$ cat config.mk
export PLATFORM = sky130hd
export DESIGN_NAME = rc4_prga_decrypt
export DESIGN_NICKNAME = d
export VERILOG_FILES = /design/src/rtl/rc4_prga_decrypt.sv
export SDC_FILE = /design/constraint.sdc
export NUM_CORES = 1
export LEC_CHECK = 0
export ABC_AREA = 1
export BUFFER_PORTS_ARGS = -buffer_cell sky130_fd_sc_hd__buf_4
export CAP_MARGIN = 30
export CORE_ASPECT_RATIO = 0.8
export CORE_MARGIN = 2
export CORE_UTILIZATION = 45
export DETAILED_ROUTE_END_ITERATION = 7
export PLACE_DENSITY_LB_ADDON = 0.15
export REMOVE_ABC_BUFFERS = 1
export SYNTH_ARGS = -nofsm -noshare
export SYNTH_HDL_FRONTEND = slang
export SYNTH_SLANG_ARGS = --single-unit
$ cat constraint.sdc
create_clock -name clk -period 1.75 [get_ports clk]
set_input_delay 0.0875 -clock clk [delete_from_list [all_inputs] [get_ports clk]]
set_output_delay 0.0875 -clock clk [all_outputs]
set_load 0.03 [all_outputs]
$ cat src/rtl/rc4_prga_decrypt.sv
// RC4 PRGA over an external S memory: XORs each keystream byte with a ciphertext byte and writes the plaintext.
// 12 cycles per byte, done rises 12*N cycles after start is accepted; start is ignored while busy.
module rc4_prga_decrypt #(
  parameter int MSG_LEN     = 32,
  parameter int MSG_AW      = 5,
  parameter int CHECK_ASCII = 1
) (
  input  logic              clk,
  input  logic              reset_n,
  input  logic              start,
  output logic              busy,
  output logic              done,
  output logic              fail,
  output logic [7:0]        s_addr,
  output logic [7:0]        s_wdata,
  output logic              s_wren,
  input  logic [7:0]        s_rdata,
  output logic [MSG_AW-1:0] rom_addr,
  input  logic [7:0]        rom_rdata,
  output logic [MSG_AW-1:0] ram_addr,
  output logic [7:0]        ram_wdata,
  output logic              ram_wren
);

  typedef enum logic [3:0] {
    IDLE, RD_SI, WT_SI, LD_SI, RD_SJ, WT_SJ, LD_SJ,
    WR_SI, WR_SJ, RD_F, WT_F, LD_F, WR_DEC, DONE
  } state_t;

  localparam logic [MSG_AW-1:0] K_LAST = MSG_AW'(MSG_LEN - 1);

  state_t            state, state_nxt;
  logic [7:0]        i, j, si, sj, f, enc;
  logic [MSG_AW-1:0] k;
  logic [7:0]        dec;
  logic              dec_text, dec_bad;

  assign dec      = f ^ enc;
  assign dec_text = ((dec >= 8'h61) && (dec <= 8'h7a)) || (dec == 8'h20);
  assign dec_bad  = (CHECK_ASCII != 0) && !dec_text;

  assign busy = (state != IDLE) && (state != DONE);
  assign done = (state == DONE);

  // Read addresses are held through the wait and load states so the
  // registered-address memory still presents the same word when sampled.
  always_comb begin
    state_nxt = state;
    s_addr    = 8'h00;
    s_wdata   = 8'h00;
    s_wren    = 1'b0;
    rom_addr  = '0;
    ram_addr  = '0;
    ram_wdata = 8'h00;
    ram_wren  = 1'b0;
    case (state)
      IDLE, DONE: if (start) state_nxt = RD_SI;
      RD_SI:  begin s_addr = i; state_nxt = WT_SI; end
      WT_SI:  begin s_addr = i; state_nxt = LD_SI; end
      LD_SI:  begin s_addr = i; state_nxt = RD_SJ; end
      RD_SJ:  begin s_addr = j; state_nxt = WT_SJ; end
      WT_SJ:  begin s_addr = j; state_nxt = LD_SJ; end
      LD_SJ:  begin s_addr = j; state_nxt = WR_SI; end
      WR_SI:  begin s_addr = i; s_wdata = sj; s_wren = 1'b1; state_nxt = WR_SJ; end
      WR_SJ:  begin s_addr = j; s_wdata = si; s_wren = 1'b1; state_nxt = RD_F; end
      RD_F:   begin s_addr = si + sj; rom_addr = k; state_nxt = WT_F; end
      WT_F:   begin s_addr = si + sj; rom_addr = k; state_nxt = LD_F; end
      LD_F:   begin s_addr = si + sj; rom_addr = k; state_nxt = WR_DEC; end
      WR_DEC: begin
        ram_addr  = k;
        ram_wdata = dec;
        ram_wren  = 1'b1;
        if (dec_bad || (k == K_LAST)) state_nxt = DONE;
        else                          state_nxt = RD_SI;
      end
      default: state_nxt = IDLE;
    endcase
  end

  always_ff @(posedge clk or negedge reset_n) begin
    if (!reset_n) begin
      state <= IDLE;
      i     <= 8'h00;
      j     <= 8'h00;
      k     <= '0;
      si    <= 8'h00;
      sj    <= 8'h00;
      f     <= 8'h00;
      enc   <= 8'h00;
      fail  <= 1'b0;
    end else begin
      state <= state_nxt;
      case (state)
        IDLE, DONE: if (start) begin
          i    <= 8'h01;
          j    <= 8'h00;
          k    <= '0;
          fail <= 1'b0;
        end
        LD_SI: begin
          si <= s_rdata;
          j  <= j + s_rdata;
        end
        LD_SJ: sj <= s_rdata;
        LD_F: begin
          f   <= s_rdata;
          enc <= rom_rdata;
        end
        WR_DEC: begin
          i <= i + 8'h01;
          k <= k + MSG_AW'(1);
          if (dec_bad) fail <= 1'b1;
        end
        default: ;
      endcase
    end
  end

endmodule

==> results of run 1 <==
routing by layer:
metal / up-vias / GRT usage [%] / part of all wire, % / routed length [µm]
li1: 1719 / - / - / -
met1: 1653 / 32.0 / 45 / 4410
met2: 97 / 41.9 / 48 / 4650
met3: 15 / 5.98 / 5.2 / 509
met4: 0 / 7.73 / 1.3 / 128
met5: - / 0 / 0 / 0
what timing repair did:
| item | in CTS | in global routing |
|---|---|---|
| gates resized for setup | 39 | 54 |
| endpoints found under the setup margin | 35 | 38 |
| pin swaps | 9 | 9 |
| endpoints found under the hold margin | 67 | 1 |
| hold buffers | 10 | 1 |
| setup buffers | 7 | 3 |
state kept, by name, indices dropped and copies added (netlist names):
name,flops
f,8
k,5
fail,1
enc,8
j,8
sj,8
si,8
i,8
state,4
power by group through the flow:
stage	sequential [µW]	combinational [µW]	clock, µW
after global placement	2460	4670	0
after detailed placement	2480	4740	0
after CTS	2510	5270	1310
after floorplan	2390	3140	0
final	2540	5730	1280
after global routing	2620	6350	1370
worst min-delay path, cell delays in order:
cell and delay, ps:
buf_4 130, nand2_1 50, o21ai_0 60
layout by cell type (no fill, tap or decap), types with 2 or more instances in the layout:
cell / n
xor2_1: 3
ha_4: 5
nor2_4: 10
nand3_2: 4
nand2_1: 126
dfrtp_2: 4
xnor2_1: 2
dfrtp_1: 54
a21oi_1: 13
buf_4: 73
nand4_1: 3
inv_1: 55
inv_2: 7
nor2_1: 31
clkbuf_8: 11
a21oi_2: 4
o21ai_1: 6
clkinvlp_4: 2
ha_1: 11
o221ai_2: 3
nand2_2: 5
dlygate4sd3_1: 11
a32o_1: 5
o21ai_0: 45
nand3_1: 18
buf_6: 18
a32o_2: 3
nand2_4: 2
fa_2: 2
o22ai_1: 4
nor2_2: 5
worst paths after layout:
kind | slack (ps) | startpoint | to
worst max-delay path | -400 | si[0] | s_addr[6]
worst min register to register | 470 | i[7] | i[7]
worst max register to register | 60 | j[0] | j[6]
worst min-delay path | 20 | s_rdata[2] | f[2]
min in group asynchronous | 350 | reset_n | enc[1]
max in group asynchronous | 860 | reset_n | state[1]
layout make-up:
type,instances,area share [%]
Tap cell,105,2.68
Inverter,65,5.23
Clock buffer,12,3.16
Sequential cell,58,29.7
Clock inverter,4,1.02
Multi-Input combinational cell,329,40.4
Timing Repair Buffer,103,17.9
through the flow:
step	std cells	power (µW)	setup TNS (ps)	instance area (µm²)	util, %
2_1_floorplan	452	5520	-9350	3420	-
3_3_place_gp	639	7120	-320	4160	56.0
3_5_place_dp	639	7220	-415	4160	56.0
4_1_cts	672	9090	-2010	4680	63.0
5_1_grt	676	10300	-3080	4910	66.1
6_report	676	9540	-1910	4910	66.1
cell families (layout without fill, tap and decap cells):
| logic type | count (synthesis) | after routing | synth area share (%) |
|---|---|---|---|
| and+or+nand+nor | 210 | 210 | 24.8 |
| adders and majority gates | 19 | 19 | 7.31 |
| DFF | 58 | 58 | 42.0 |
| xor gates and xnor gates | 5 | 5 | 1.27 |
| AOI/OAI and AO/OA | 95 | 95 | 16.3 |
| buffers and inverters | 74 | 184 | 8.32 |
==> results_dict.tcl, run 1 <==
set metrics [dict create \
    status "complete, but fails checks" \
    violations "setup timing" \
    tightest_slew_ps 753 \
    overflow 0 \
    comb_power_share_pct 60.0 \
    synth_edf_count 0 \
    async_flop_share_pct 100 \
    hold_ws_ps 24.7 \
    synth_warnings 0 \
    avgSynthCellArea_um2 7.50 \
    hold-path-cell-count 3 \
    syn_area_mm2 0.00346 \
    final.min_clock_period_ps 2150 \
    clk-insertion-delay-late_ps 350 \
    ys_top_cells_by_count "131 x nand2_1, 58 x dfrtp_1, 57 x inv_1, 49 x o21ai_0, 41 x nor2_1" \
    rows 28 \
    cp_num_cells 10 \
    grt_use_total_pct 24.9 \
    critPathBufInv 1 \
    yosysTopAreaCellShare_pct 42.0 \
    routed_wl_um 9700 \
    yosys_register_bits 58 \
    cts_tree "yes" \
    crit_path_end_kind "output pin" \
    fin_skew_ps 13.1 \
    powerDensity_mw_per_mm2 1950 \
    wl_per_cell_um 14.3 \
    slew_violations 0 \
    initial_utilization_pct 46.6 \
    final_hold_viol_count 0 \
    path_cells "ha_2, fa_2, nand3_2, nand3_2, nand2_1, a21boi_1, nor2_1, nor2_1, o21bai_1, buf_4" \
    cp.required_ps 1660 \
    multi_input_area_mm2 0.00198 \
    cts_htree_levels 3 \
    fp.dieW_um 102 \
    core-area_mm2 0.00743 \
    pre_cts_slack_ps -188 \
    die_y_um 82.4 \
    numCtsBuffers 9 \
    cts_buffer_depth 2 \
    synth.area.top_cells "dfrtp_1 42%, nand2_1 14%, o21ai_0 7.1%" \
    netlist_instances 461 \
    crit_path_top_delay_cell "dfrtp_1" \
    setup_ws_ps -398 \
    power_frac_seq_pct 26.6 \
    final_layout_size_suffix_gt1_share_pct 30.1 \
    path_clk_slew_ps 70 \
    grt_max_degree 59 \
    dr.pass1.iters 5 \
    final.period_utilization_pct 123 \
    postRouteAntennaNets 0 \
    max_freq_mhz 466 \
    nFillCells 622 \
    cts_num_sinks 58 \
    io_buffers 57 \
    cp_max_fo 2 \
    grt_pass1_vias 3272 \
    switching_share_pct 46.8 \
    die_area_mm2 0.00841 \
    ir_drop_mv 0.948 \
    p_sw_uw 4470 \
    internal_power_uw 5080 \
    critical_path_class "register to output pin" \
    r2r_cells 11 \
    setup.worst_path.start_class "register" \
    max_stage_delay_ps 390 \
    rsz0062_at_grt "yes" \
    relSlewSlack_pct 49.8 \
    synth_top_area_cell "dfrtp_1" \
    p_leak_uw 0.00242 \
    setup-violations-final 9 \
    register_area_mm2 0.00146 \
    critPathTopFamily "adder cells" \
    ys_types 39 \
    drv_cap 0 \
    grt_pass1_wl_um 15700 \
    antennaDiodeCount 0 \
    root_buffer "clkbuf_8" \
    drc_errors 0 \
    via_per_inst 5.15 \
    dp_hpwl_um 6880 \
    pwr-share-clk_pct 13.4 \
    ys_seq_area_share_pct 42.0 \
    yosysMostFrequentCell "nand2_1" \
    hp-class "primary input to register" \
    area_growth_pct 41.8 \
    gp_congestion 0.891 \
    cp.arrival_ps 2060 \
    synth_flop_cell "dfrtp_1" \
    io_pins 58 \
    first_iter_violations 179 \
    fin_nets 604 \
    vias 3484 \
    antenna_found_initial 0 \
]
Note: power is estimated with default switching activity, not from simulation.
==> run 2, diff against run 1 <==
Settings changed: CELL_PAD_IN_SITES_DETAIL_PLACEMENT set to 2, CELL_PAD_IN_SITES_GLOBAL_PLACEMENT set to 2, CORE_ASPECT_RATIO 0.8 to 1.4, CORE_UTILIZATION 45 to 29, TNS_END_PERCENT set to 1.
==> run 2 against run 1 <==
The flow finishes with violations (hold timing, setup timing). Utilization is 24 points lower. First-iteration DRC count is 63% lower. Largest cell class unchanged. Final cell count is 6.7% higher. Die area is 53% higher. Setup slack worse by 74 ps. Non-clock buffer count is 4 higher. Sequential power hardly changed. Critical path depth is 1 higher. Via count is 4.3% higher. Largest power group unchanged. Cell area is 0.56% higher. Count of clock-buffer cells in the layout is 2 lower. Sequential share of layout area is 0.17 points lower.
==> results_dict.tcl, run 2 (synthesis gave the netlist of run 1 again) <==
set metrics [dict create \
    status "complete, but fails checks" \
    violations "hold timing, setup timing" \
    grt_max_degree 36 \
    numCtsBuffers 9 \
    hold_ws_ps -9.11 \
    hold_start "rom_rdata[1]" \
    pwr-share-clk_pct 17.4 \
    cp.arrival_ps 2130 \
    clk-insertion-delay-late_ps 340 \
    rsz0062_at_grt "yes" \
    final_cell_mix "127 x nand2_1, 92 x buf_4, 56 x inv_1" \
    busiest_layer "met2" \
    fin_nets 608 \
    setup_ws_ps -472 \
    max_freq_mhz 450 \
    slew_violations 0 \
    p_leak_uw 0.00246 \
    switching_share_pct 46.7 \
    critPathLaunch "si[0]" \
    powerDensity_mw_per_mm2 2080 \
    drc_errors 0 \
    final_hold_viol_count 1 \
    grt_pass1_wl_um 20700 \
    vias 3634 \
    ir_drop_mv 0.818 \
    fin_tns_setup_ps -2620 \
    antennaDiodeCount 0 \
    wl_per_cell_um 17.9 \
    io_pins 58 \
    root_buffer "clkbuf_16" \
    design_area_mm2 0.00493 \
    grt_use_met2_pct 38.2 \
    crit_path_top_delay_cell "dfrtp_1" \
    die_area_mm2 0.0128 \
    dp_hpwl_um 9630 \
    worst_r2r_startpoint "j[0]" \
    first_iter_violations 66 \
    setup.worst_path.start_class "register" \
    regToRegSetupSlack_ps 110 \
    grt_use_total_pct 21.2 \
    critPathBufInv 1 \
    grt_util_met3_pct 3.00 \
    power_frac_seq_pct 24.5 \
    place_area_mm2 0.00432 \
    initial_utilization_pct 29.4 \
    core-area_mm2 0.0118 \
    gp_congestion 0.771 \
    antenna_found_initial 0 \
    routed_wl_um 12900 \
    cts_htree_levels 3 \
    hold-path-cell-count 3 \
    fp.dieW_um 96.3 \
    max_stage_delay_ps 400 \
    dr.pass1.iters 4 \
    dp.cells 693 \
    area_growth_pct 42.6 \
    worst_path_most_repeated_cell "nand2_1" \
    r2r_cells 11 \
    comb_power_share_pct 58.1 \
    final_layout_size_suffix_gt1_share_pct 29.6 \
    tightest_slew_ps 349 \
    timing.rr.end "j[6]" \
    relSlewSlack_pct 76.8 \
    cts_tree "yes" \
    hp-class "primary input to register" \
    postRouteAntennaNets 0 \
    final_cells 721 \
    cp_max_fo 3 \
    internal_power_uw 5470 \
    setup-violations-final 11 \
    cts_num_sinks 58 \
    drv_cap 0 \
    grt_pass1_vias 4074 \
    fin_skew_ps 5.98 \
    hold_end "enc[1]" \
    via_per_inst 5.04 \
    cts_buffer_depth 2 \
    path_cells "ha_2, fa_2, nand3_2, nand3_2, nand2_1, a21boi_1, nor2_1, nand2_1, nand2_1, o21bai_1, buf_4" \
    pre_cts_slack_ps -259 \
    rows 47 \
    p_sw_uw 4790 \
    cp.required_ps 1660 \
    critPathTopFamily "adder cells" \
    grtUsageMet1_pct 24.7 \
    path_clk_slew_ps 60 \
    critical_path_class "register to output pin" \
    layout_commonest_cell "nand2_1" \
    die_y_um 133 \
    overflow 0 \
    final.min_clock_period_ps 2220 \
    crit_path_end_kind "output pin" \
    final.period_utilization_pct 127 \
    io_buffers 57 \
]
==> run 2: cell types whose count changed in the layout (fill, tap and decap cells not counted), sizes merged <==
cell	delta
buf	+8
dlygate4sd3	-4
clkbuf	-2
clkinv	+1
==> run 2: metrics by stage <==
| step | power (µW) | hold slack [ps] | utilization, % |
|---|---|---|---|
| floorplan | 5520 | -208 | - |
| global placement | 7550 | 20.6 | 36.7 |
| detailed placement | 7850 | 19.8 | 36.7 |
| CTS | 9940 | 2.71 | 40.5 |
| global route | 11100 | 10.6 | 41.9 |
| finish | 10300 | -9.11 | 41.9 |
==> run 2: area by class of cell <==
class,count,area [µm²]
Fill cell,1388,6830
Multi-Input combinational cell,329,1880
Sequential cell,58,1460
Timing Repair Buffer,107,860
Inverter,65,256
Clock buffer,10,239
Tap cell,147,184
Clock inverter,5,55.1
==> run 2: worst reg2reg max path: stages (launching register included) <==
cell and delay (ps):
dfrtp_1 400, ha_4 180, fa_2 340, nand3_2 70, nand3_2 80, nand2_2 80
nand2_1 50, nand2_1 60, nand2_2 60, a21oi_2 120, o21ai_1 70, nand2_1 60
==> run 2: what timing repair did <==
item,CTS,global route
cloned,0,0
hold buffers,7,0
pin swaps,3,8
resized for setup,23,35
setup buffers,0,6
endpoints found under the setup margin,36,39
hold endpoints to repair,29,0
==> run 2: layer usage <==
layer	part of all wire, %	wire length, µm
met4	2.2	281
met2	55	7120
met5	0	0
met1	40	5210
met3	2.2	280
==> run 2: power groups by stage <==
stage                     clock network [µW]  logic [µW]  registers (µW)
after global routing                    1870        6630            2610
final                                   1790        5960            2520
after CTS                               1810        5620            2510
after detailed placement                   0        5360            2490
after floorplan                            0        3140            2390
after global placement                     0        5110            2440
==> run 2: worst max-delay path by stage <==
stage | slack (ps) | endpoint | cells past startpoint
6_report | -470 | s_addr[6] | 11
4_1_cts | -490 | s_addr[6] | 10
5_1_grt | -590 | s_addr[6] | 11
3_3_place_gp | -190 | s_addr[4] | 7
3_5_place_dp | -260 | s_addr[4] | 7
2_1_floorplan | -750 | k[3] | 8
